==> config.mk <==
export PLATFORM = sky130hd
export DESIGN_NAME = ee354_project_control_flat
export DESIGN_NICKNAME = d
export VERILOG_FILES = /design/src/rtl/ee354_project_control_if.sv /design/src/rtl/ee354_project_control.sv /design/src/flat_wrapper.sv
export SDC_FILE = /design/constraint.sdc
export NUM_CORES = 1
export LEC_CHECK = 0
export ABC_CLOCK_PERIOD_IN_PS = 12800
export CORE_MARGIN = 1.5
export CORE_UTILIZATION = 60
export CTS_CLUSTER_DIAMETER = 150
export DETAILED_ROUTE_END_ITERATION = 8
export GPL_TIMING_DRIVEN = 0
export PLACE_DENSITY = 0.78
export SLEW_MARGIN = 20
export SYNTH_ARGS = -nofsm -noshare
export SYNTH_HDL_FRONTEND = slang
export SYNTH_SLANG_ARGS = --single-unit
==> constraint.sdc <==
create_clock -name Clk -period 12.8 [get_ports Clk]
set_input_delay 2.56 -clock Clk [delete_from_list [all_inputs] [get_ports Clk]]
set_output_delay 2.56 -clock Clk [all_outputs]
set_load 0.01 [all_outputs]
==> src/rtl/ee354_project_control_if.sv <==
// Signal bundle between the Snake game controller and its surroundings.
// master drives the button, collision and length inputs; slave is the controller.
interface ee354_project_control_if;
  logic       Start;
  logic       Ack;
  logic       Btn_Up;
  logic       Btn_Down;
  logic       Btn_Left;
  logic       Btn_Right;
  logic       Collision;
  logic [7:0] Length;
  logic       q_I;
  logic       q_Run;
  logic       q_Win;
  logic       q_Lose;
  logic       Speed_Clk;
  logic [1:0] In_Dirn;
  logic       SCEN;
  logic       Game_Reset;
  logic [7:0] Score;

  modport master (
    output Start, Ack, Btn_Up, Btn_Down, Btn_Left, Btn_Right, Collision, Length,
    input  q_I, q_Run, q_Win, q_Lose, Speed_Clk, In_Dirn, SCEN, Game_Reset, Score
  );

  modport slave (
    input  Start, Ack, Btn_Up, Btn_Down, Btn_Left, Btn_Right, Collision, Length,
    output q_I, q_Run, q_Win, q_Lose, Speed_Clk, In_Dirn, SCEN, Game_Reset, Score
  );
endinterface

==> src/rtl/ee354_project_control.sv <==
// Snake game controller: INIT/RUN/WIN/LOSE state, speed-scaled move strobe,
// button-to-direction conversion with reverse rejection, and score tracking.
module ee354_project_control #(
  parameter logic [31:0] TICK_BASE  = 32'd25_000_000,
  parameter logic [31:0] TICK_STEP  = 32'd500_000,
  parameter logic [31:0] TICK_MIN   = 32'd5_000_000,
  parameter logic [7:0]  WIN_LENGTH = 8'd50
) (
  input logic                    Clk,
  input logic                    Reset,
  ee354_project_control_if.slave bus
);

  typedef enum logic [1:0] {
    S_INIT = 2'd0,
    S_RUN  = 2'd1,
    S_WIN  = 2'd2,
    S_LOSE = 2'd3
  } state_t;

  localparam logic [31:0] PERIOD_SPAN = TICK_BASE - TICK_MIN;

  state_t      r_state;
  state_t      w_next;
  logic [31:0] r_count;
  logic [31:0] r_period;
  logic        r_speed_clk;
  logic [1:0]  r_in_dirn;
  logic [1:0]  r_head_dirn;
  logic [1:0]  r_move_dirn;
  logic        r_scen;
  logic        r_game_reset;
  logic [7:0]  r_score;

  logic        w_run_entry;
  logic        w_run_stay;
  logic        w_press;
  logic [1:0]  w_code;
  logic        w_accept;
  logic [7:0]  w_len_eff;
  logic [31:0] w_dec;
  logic [31:0] w_next_period;

  always_comb begin
    w_next = r_state;
    case (r_state)
      S_INIT:  if (bus.Start && !r_game_reset) w_next = S_RUN;
      // Collision is checked first so it beats a simultaneous win.
      S_RUN: begin
        if (bus.Collision)                w_next = S_LOSE;
        else if (bus.Length >= WIN_LENGTH) w_next = S_WIN;
      end
      S_WIN:   if (bus.Ack) w_next = S_INIT;
      S_LOSE:  if (bus.Ack) w_next = S_INIT;
      default: w_next = S_INIT;
    endcase
  end

  always_ff @(posedge Clk) begin
    if (Reset) r_state <= S_INIT;
    else       r_state <= w_next;
  end

  assign w_run_entry = (r_state != S_RUN) && (w_next == S_RUN);
  assign w_run_stay  = (r_state == S_RUN) && (w_next == S_RUN);

  always_comb begin
    w_press = bus.Btn_Up | bus.Btn_Down | bus.Btn_Left | bus.Btn_Right;
    w_code  = 2'b00;
    if (bus.Btn_Up)         w_code = 2'b00;
    else if (bus.Btn_Down)  w_code = 2'b01;
    else if (bus.Btn_Left)  w_code = 2'b10;
    else if (bus.Btn_Right) w_code = 2'b11;
  end

  // Opposite directions differ only in the LSB of the code.
  assign w_accept = (r_state == S_RUN) && w_press &&
                    (w_code != {r_move_dirn[1], ~r_move_dirn[0]});

  assign w_len_eff     = (bus.Length < 8'd3) ? 8'd3 : bus.Length;
  assign w_dec         = TICK_STEP * {24'd0, w_len_eff - 8'd3};
  assign w_next_period = (w_dec >= PERIOD_SPAN) ? TICK_MIN : (TICK_BASE - w_dec);

  always_ff @(posedge Clk) begin
    if (Reset) begin
      r_count      <= 32'd0;
      r_period     <= TICK_BASE;
      r_speed_clk  <= 1'b0;
      r_in_dirn    <= 2'b00;
      r_head_dirn  <= 2'b00;
      r_move_dirn  <= 2'b00;
      r_scen       <= 1'b0;
      r_game_reset <= 1'b0;
      r_score      <= 8'd0;
    end else begin
      r_game_reset <= ((r_state == S_WIN) || (r_state == S_LOSE)) && bus.Ack;

      // No strobe on the edge that leaves RUN.
      if (w_run_stay && (r_count == r_period - 32'd1)) begin
        r_count     <= 32'd0;
        r_speed_clk <= 1'b1;
      end else begin
        r_count     <= w_run_stay ? (r_count + 32'd1) : 32'd0;
        r_speed_clk <= 1'b0;
      end

      if (w_run_entry)      r_period <= TICK_BASE;
      else if (r_speed_clk) r_period <= w_next_period;

      if (w_run_entry) begin
        r_in_dirn   <= 2'b00;
        r_head_dirn <= 2'b00;
        r_move_dirn <= 2'b00;
        r_scen      <= 1'b0;
      end else begin
        r_scen <= w_accept;
        if (w_accept)    r_in_dirn   <= w_code;
        if (r_scen)      r_head_dirn <= r_in_dirn;
        if (r_speed_clk) r_move_dirn <= r_head_dirn;
      end

      if (r_state == S_RUN)
        r_score <= (bus.Length > 8'd3) ? (bus.Length - 8'd3) : 8'd0;
    end
  end

  assign bus.q_I        = (r_state == S_INIT);
  assign bus.q_Run      = (r_state == S_RUN);
  assign bus.q_Win      = (r_state == S_WIN);
  assign bus.q_Lose     = (r_state == S_LOSE);
  assign bus.Speed_Clk  = r_speed_clk;
  assign bus.In_Dirn    = r_in_dirn;
  assign bus.SCEN       = r_scen;
  assign bus.Game_Reset = r_game_reset;
  assign bus.Score      = r_score;

endmodule

==> src/flat_wrapper.sv <==
// flat-port wrapper written by rule: the top's interface ports become plain ports
module ee354_project_control_flat 
#(
  parameter logic [31:0] TICK_BASE  = 32'd25_000_000,
  parameter logic [31:0] TICK_STEP  = 32'd500_000,
  parameter logic [31:0] TICK_MIN   = 32'd5_000_000,
  parameter logic [7:0]  WIN_LENGTH = 8'd50
)
  (Clk, Reset, bus_Start, bus_Ack, bus_Btn_Up, bus_Btn_Down, bus_Btn_Left, bus_Btn_Right, bus_Collision, bus_Length, bus_q_I, bus_q_Run, bus_q_Win, bus_q_Lose, bus_Speed_Clk, bus_In_Dirn, bus_SCEN, bus_Game_Reset, bus_Score);
  ee354_project_control_if bus_i ();
  input logic Clk;
  input logic Reset;
  input wire logic [$bits(bus_i.Start)-1:0] bus_Start;
  input wire logic [$bits(bus_i.Ack)-1:0] bus_Ack;
  input wire logic [$bits(bus_i.Btn_Up)-1:0] bus_Btn_Up;
  input wire logic [$bits(bus_i.Btn_Down)-1:0] bus_Btn_Down;
  input wire logic [$bits(bus_i.Btn_Left)-1:0] bus_Btn_Left;
  input wire logic [$bits(bus_i.Btn_Right)-1:0] bus_Btn_Right;
  input wire logic [$bits(bus_i.Collision)-1:0] bus_Collision;
  input wire logic [$bits(bus_i.Length)-1:0] bus_Length;
  output wire logic [$bits(bus_i.q_I)-1:0] bus_q_I;
  output wire logic [$bits(bus_i.q_Run)-1:0] bus_q_Run;
  output wire logic [$bits(bus_i.q_Win)-1:0] bus_q_Win;
  output wire logic [$bits(bus_i.q_Lose)-1:0] bus_q_Lose;
  output wire logic [$bits(bus_i.Speed_Clk)-1:0] bus_Speed_Clk;
  output wire logic [$bits(bus_i.In_Dirn)-1:0] bus_In_Dirn;
  output wire logic [$bits(bus_i.SCEN)-1:0] bus_SCEN;
  output wire logic [$bits(bus_i.Game_Reset)-1:0] bus_Game_Reset;
  output wire logic [$bits(bus_i.Score)-1:0] bus_Score;
  assign bus_i.Start = bus_Start;
  assign bus_i.Ack = bus_Ack;
  assign bus_i.Btn_Up = bus_Btn_Up;
  assign bus_i.Btn_Down = bus_Btn_Down;
  assign bus_i.Btn_Left = bus_Btn_Left;
  assign bus_i.Btn_Right = bus_Btn_Right;
  assign bus_i.Collision = bus_Collision;
  assign bus_i.Length = bus_Length;
  assign bus_q_I = bus_i.q_I;
  assign bus_q_Run = bus_i.q_Run;
  assign bus_q_Win = bus_i.q_Win;
  assign bus_q_Lose = bus_i.q_Lose;
  assign bus_Speed_Clk = bus_i.Speed_Clk;
  assign bus_In_Dirn = bus_i.In_Dirn;
  assign bus_SCEN = bus_i.SCEN;
  assign bus_Game_Reset = bus_i.Game_Reset;
  assign bus_Score = bus_i.Score;
  ee354_project_control #(.TICK_BASE(TICK_BASE), .TICK_STEP(TICK_STEP), .TICK_MIN(TICK_MIN), .WIN_LENGTH(WIN_LENGTH)) u_core (.Clk(Clk), .Reset(Reset), .bus(bus_i));
endmodule
### Word-level counts from Yosys, hierarchy flattened

Cells that the tools add are included.

* register bits after elaboration: 83
* output and inout bits: 17

* bitwise gates (word level): 5
* mux-type cells: 13
* magnitude comparators: 4
* $mul: 1
* equal/unequal tests: 7
* add/subtract/negate cells: 5
* reductions and logical operators: 13

Operators by type and width (count)
* $add A32 B1 Y32 const B: 1
* $eq A32 B32 Y1: 1
* $mux W32: 1
* $sub A32 B1 Y32 const B: 1
* $sub A25 B27 Y28 const A: 1
* $ge A27 B25 Y1 const B: 1
* $mul A14 B8 Y22 const A: 1
* $mux W2: 8
* $mux W8: 2
* $sub A8 B2 Y8 const B: 2
* $ge A8 B6 Y1 const B: 1
* $gt A8 B2 Y1 const B: 1
* $lt A8 B2 Y1 const B: 1
* $logic_and A1 B1 Y1: 7
* $pmux W2 S3: 1
* $eq A2 B1 Y1 const B: 2
* $eq A2 B2 Y1 const B: 2
* $reduce_or A2 Y1: 2
* $or A1 B1 Y1: 3
* $reduce_or A3 Y1: 1
* $logic_not A2 Y1: 1
* $ne A2 B1 Y1 const B: 1
* $ne A2 B2 Y1: 1
* $not A1 Y1: 2
* other kinds (3): 3

### Logic depth before layout (Yosys ltp)

* depth in word-level cells: 8
* gate-level depth with buffers: 26

### Worst setup path before layout

Ideal clock, no wire load.

* path type: input port to flip-flop
* start: input bus_Length[2]
* end: register u_core.r_period[18]
* required time: 12.683 ns
* buffers on the path: 3
* setup slack: 4.063 ns
* arrival: 8.620 ns
* stages: 25
* path through: buf_2 > or4_4 > nor3_2 > a21oi_1 > inv_1 > ha_1 > nor3_1 > xor2_1 > fa_1 > ha_1 > fa_1 > inv_1 > fa_1 > inv_1 > ha_1 > clkbuf_1 > o21ai_0 > o21ai_0 > o22ai_1 > nand3b_1 > a2111oi_0 > a311o_1 > nand4_2 > buf_6 > o22a_1

* longest elaborated chain between the ends: 7
* elaborated cells between the ends (all ways): 14
* those cells by class: 2 x add/sub; 1 x mul; 3 x order compare; 1 x eq/ne; 5 x mux; 2 x reduce/logical

RTL lines
* start, declared: line flat_wrapper.sv:20 `input wire logic [$bits(bus_i.Length)-1:0] bus_Length;`
* branches (longest 7 deep; another with $sub A25 B27 Y28)
* end signal, assigned: line ee354_project_control.sv:108 `else if (r_speed_clk) r_period <= w_next_period;`
* end, declared: line ee354_project_control.sv:26 `logic [31:0] r_period;`

Several ways; the timed one is not identified.
A chain may end at the register's enable or synchronous reset.

### Worst setup path after layout

* start: input bus_Length[5]
* end: register u_core.r_period[18]

Same word-level chain as after synthesis.

==> impl_summary.txt <==
----------------------------------------------------
[Timing]
  RSZ-0062 raised after global routing ... false
  Tightest slew margin relative to the limit ... 32.33%
  Peak clock frequency supported by timing ... 101.4 MHz
  Worst Max-Slew Pin Slew ... 1006 ps
  Tmin final ... 9863 ps
  Final setup violating endpoints ... 0
  Aggregate negative setup slack ... 0 ps
  Hold Vio Cnt, Final ... 0
  Final cycle utilization of the critical path ... 77.05%
  Number of slew-limit violations in the final report ... 0
  Final clock skew ... about 14 ps

[Setup path]
  CP Data Required Time ... 13,050 ps
  Worst setup slack for register-to-register paths ... around 9500 ps
  Crit path launch type ... input port
  Arrival @ worst endpoint ... about 10,000 ps
  Critical path fanouts, max ... 10
  CP Class ... input port to flip-flop
  CP endpoint kind ... flip-flop

[Synthesis]
  Yosys top cell area share ... 23.02%
  Async set-or-reset flop fraction in the synthesized netlist ... 0%
  Cells after synthesis ... 767
  Yosys synthesis warning count ... 0
  Synthesized-area fraction occupied by xor and xnor cells ... 14.23%
  Ys flop type ... sky130_fd_sc_hd__dfxtp_1
  Sequential-to-total area share from yosys stat ... 23.02%
  Simple-gate portion of the synthesized area ... a little under a quarter
  Most repeated cell in the gate-level netlist after synthesis ... sky130_fd_sc_hd__dfxtp_1
  Post-synthesis mux area share ... approximately 2.4%
  Most numerous cell types in the synthesized netlist ... 74 x sky130_fd_sc_hd__dfxtp_1, 69 x sky130_fd_sc_hd__nor2_1, 59 x sky130_fd_sc_hd__ha_1
  Share of synthesized cell area in full adder, half adder and majority cells ... 16.45%
  Biggest area consumer among synthesized cells ... sky130_fd_sc_hd__dfxtp_1
  Yosys reg bits ... 74
  Dominant cells by area after synthesis ... sky130_fd_sc_hd__dfxtp_1 23%, sky130_fd_sc_hd__ha_1 11%, sky130_fd_sc_hd__xnor2_1 7.5%, sky130_fd_sc_hd__xor2_1 6.4%, sky130_fd_sc_hd__fa_1 5.0%
  Distinct cell type count after synthesis ... 67
  Fraction of the mapped netlist area in compound gates ... between 10% and 20%
  Mapped Nets ... 859
  Combinational family with the most area after synthesis ... simple AND/OR/NAND/NOR gates
  Mean area per synthesized cell ... 8.390 sq um
  Number of flops mapped to enable cells by yosys ... 0
  Mapped cell area ... roughly 0.0064 sq mm

[Final layout]
  Fillers ... 826
  Seq. cell area ... 0.001481 sq mm
  Layout cell share with drive strength beyond 1 ... 8.241%
  Multi-input gate area in the final layout ... approximately 0.0046 sq mm
  Net count of the finished layout ... 900
  Synthesis-to-layout area growth ... 10.64%
  # diodes ... 0

[Status]
  Result of the run ... finished, final reports clean

[CTS]
  Worst skew pair latency ... between 300 and 400 ps
  Hold buffers post-CTS ... 0
  TritonCTS clock tree ... yes
  Bufs on Longest Clock Path ... 2
  CTS Root Cell ... sky130_fd_sc_hd__clkbuf_8
  Cts bufs inserted ... 9
  Clock transition time at the flip-flop clock pins of the worst setup and hold paths ... 90 ps
  Total setup buffers inserted after CTS ... 0
  Sink Count ... 74
  # resized after CTS ... 0
  Count of H-tree levels built during CTS ... 3

[Global routing]
  Total routing usage reported by global routing ... 26.95%
  Met2 layer usage reported by global route ... 48.03%
  Number of antenna violations at the first check in global routing ... 0
  Global-route wire length before repair ... between 20,000 and 25,000 microns
  Met1 routing resource usage after global routing ... around a third
  Routing usage on met3 ... 2.330%
  Peak-usage layer in the global routing report ... met2
  Number of global-route vias before repair ... 5,353
  Total overflow reported by the global router ... 0
  Maximum number of pins on one net before global-route repair ... 14

[Power]
  Power per standard cell area ... 159.3 mW/mm^2
  Total power of the final layout ... roughly 1100 uW
  Peak supply drop ... 0.1802 mV
  Leakage power total ... 0.002814 uW

[Floorplanning]
  Starting utilization of the core area ... 62.05%
  Die width ... 106.6 microns
  Chip height ... 106.6 microns
  I/O pins ... 34
  Area of the core ... roughly 0.010 sq mm
  Number of cell rows ... 37
  Total die area ... 0.01136 sq mm

[Routing]
  Via count ... 5,535
  Routed wire per std cell ... 15.38 microns
  Drt initial violations ... 282
  Mean number of vias per cell ... 5.832
  Iteration count of the initial detailed-routing pass ... 4
  Total Wirelength ... 14,590 microns
  DRC ... 0
  Remaining number of nets flagged by the antenna check after routing ... 0

[Placement]
  Routability-driven placement congestion ratio ... 0.8519
  Number of buffers inserted by port buffering ... 30
  Final HPWL DP ... 11,770 microns

[Worst hold path]
  Worst min-delay path category ... flip-flop to flip-flop

[Flow run]
  Count of max-cap constraint violations ... 0

----------------------------------------------------
sequential cells by signal (all words and copies together) (netlist names):
name	count
u_core.r_count	32
u_core.r_period	23
u_core.bus.Score	8
u_core.bus.In_Dirn	2
u_core.r_head_dirn	2
u_core.r_move_dirn	2
u_core.r_state	2
u_core.bus.Game_Reset	1
u_core.bus.SCEN	1
u_core.bus.Speed_Clk	1
cell usage in the layout (no fill, tap or decap), drive strengths merged, types with 10 or more instances in the layout:
cell,synthesis,final
dfxtp,74,74
nor2,69,69
ha,59,59
xnor2,55,55
nand2,54,54
inv,52,52
xor2,47,47
nor3,44,44
o21ai,32,32
clkbuf,21,32
clkdlybuf4s50,0,30
a21oi,29,29
nand3,27,27
fa,16,16
nand4,14,14
mux2i,13,13
and3,11,11
buf,11,11
or3,10,10
nor4,10,10
metal layers:
| metal | up-vias | part of all wire, % |
|---|---|---|
| met2 | 114 | 50 |
| met1 | 2597 | 45 |
| met5 | - | 0 |
| met3 | 33 | 2.3 |
| met4 | 0 | 3.2 |
| li1 | 2791 | - |
report_power, final:
| group | internal (uW) | switching (uW) | total (uW) |
|---|---|---|---|
| Clock | 101 | 91.0 | 192 |
| Combinational | 286 | 420 | 706 |
| Sequential | 233 | 2.06 | 235 |
critical path, stage by stage:
cell and delay, ps:
sky130_fd_sc_hd__clkdlybuf4s50_1 480, sky130_fd_sc_hd__or4_4 580, sky130_fd_sc_hd__nor3_2 350, sky130_fd_sc_hd__a21oi_1 280, sky130_fd_sc_hd__inv_1 200, sky130_fd_sc_hd__ha_1 270
sky130_fd_sc_hd__nor3_1 80, sky130_fd_sc_hd__xor2_1 570, sky130_fd_sc_hd__fa_1 550, sky130_fd_sc_hd__ha_1 330, sky130_fd_sc_hd__fa_1 500, sky130_fd_sc_hd__inv_1 50
sky130_fd_sc_hd__fa_1 530, sky130_fd_sc_hd__inv_1 40, sky130_fd_sc_hd__ha_1 280, sky130_fd_sc_hd__clkbuf_1 200, sky130_fd_sc_hd__o21ai_0 240, sky130_fd_sc_hd__o21ai_0 110
sky130_fd_sc_hd__o22ai_1 480, sky130_fd_sc_hd__nand3b_1 120, sky130_fd_sc_hd__a2111oi_0 470, sky130_fd_sc_hd__a311o_1 260, sky130_fd_sc_hd__nand4_2 180, sky130_fd_sc_hd__buf_6 220
sky130_fd_sc_hd__o22a_1 170
cell families (layout without fill, tap and decap cells):
logic type	Yosys count	count (layout)
adder cells (fa/ha/maj)	75	75
buffers and inverters	84	130
AND/OR/NAND/NOR	280	280
AO/OA/AOI/OAI	136	136
flip-flops	74	74
multiplexers	15	15
XOR/XNOR	103	103
per-stage QoR:
stage	hold WS, ps	utilization [%]	setup slack, ps	area [sq um]	std cells
floorplan	454.1	-	4063	6435	767
global placement	446.1	66.59	2689	6905	933
detailed placement	447.9	66.59	2627	6905	933
CTS	461.8	68.65	2980	7119	949
global route	490.6	68.65	2502	7119	949
finish	460.2	68.65	2937	7119	949
layout make-up:
type	count	share of cell area, %
Timing Repair Buffer	30	4.218
Buffer	32	2.285
Clock inverter	5	0.8787
Clock buffer	11	2.127
Tap cell	136	2.390
Sequential cell	74	20.81
Multi-Input combinational cell	609	64.55
Inverter	52	2.742
worst paths after layout:
kind,cells after the start,to,start
max reg2reg,11,u_core.r_count[5],u_core.r_period[5]
max,25,u_core.r_period[18],bus_Length[5]
min,2,u_core.bus.Score[5],u_core.bus.Score[5]
min reg2reg,2,u_core.bus.Score[5],u_core.bus.Score[5]
Note: power is estimated with default switching activity, not from simulation.
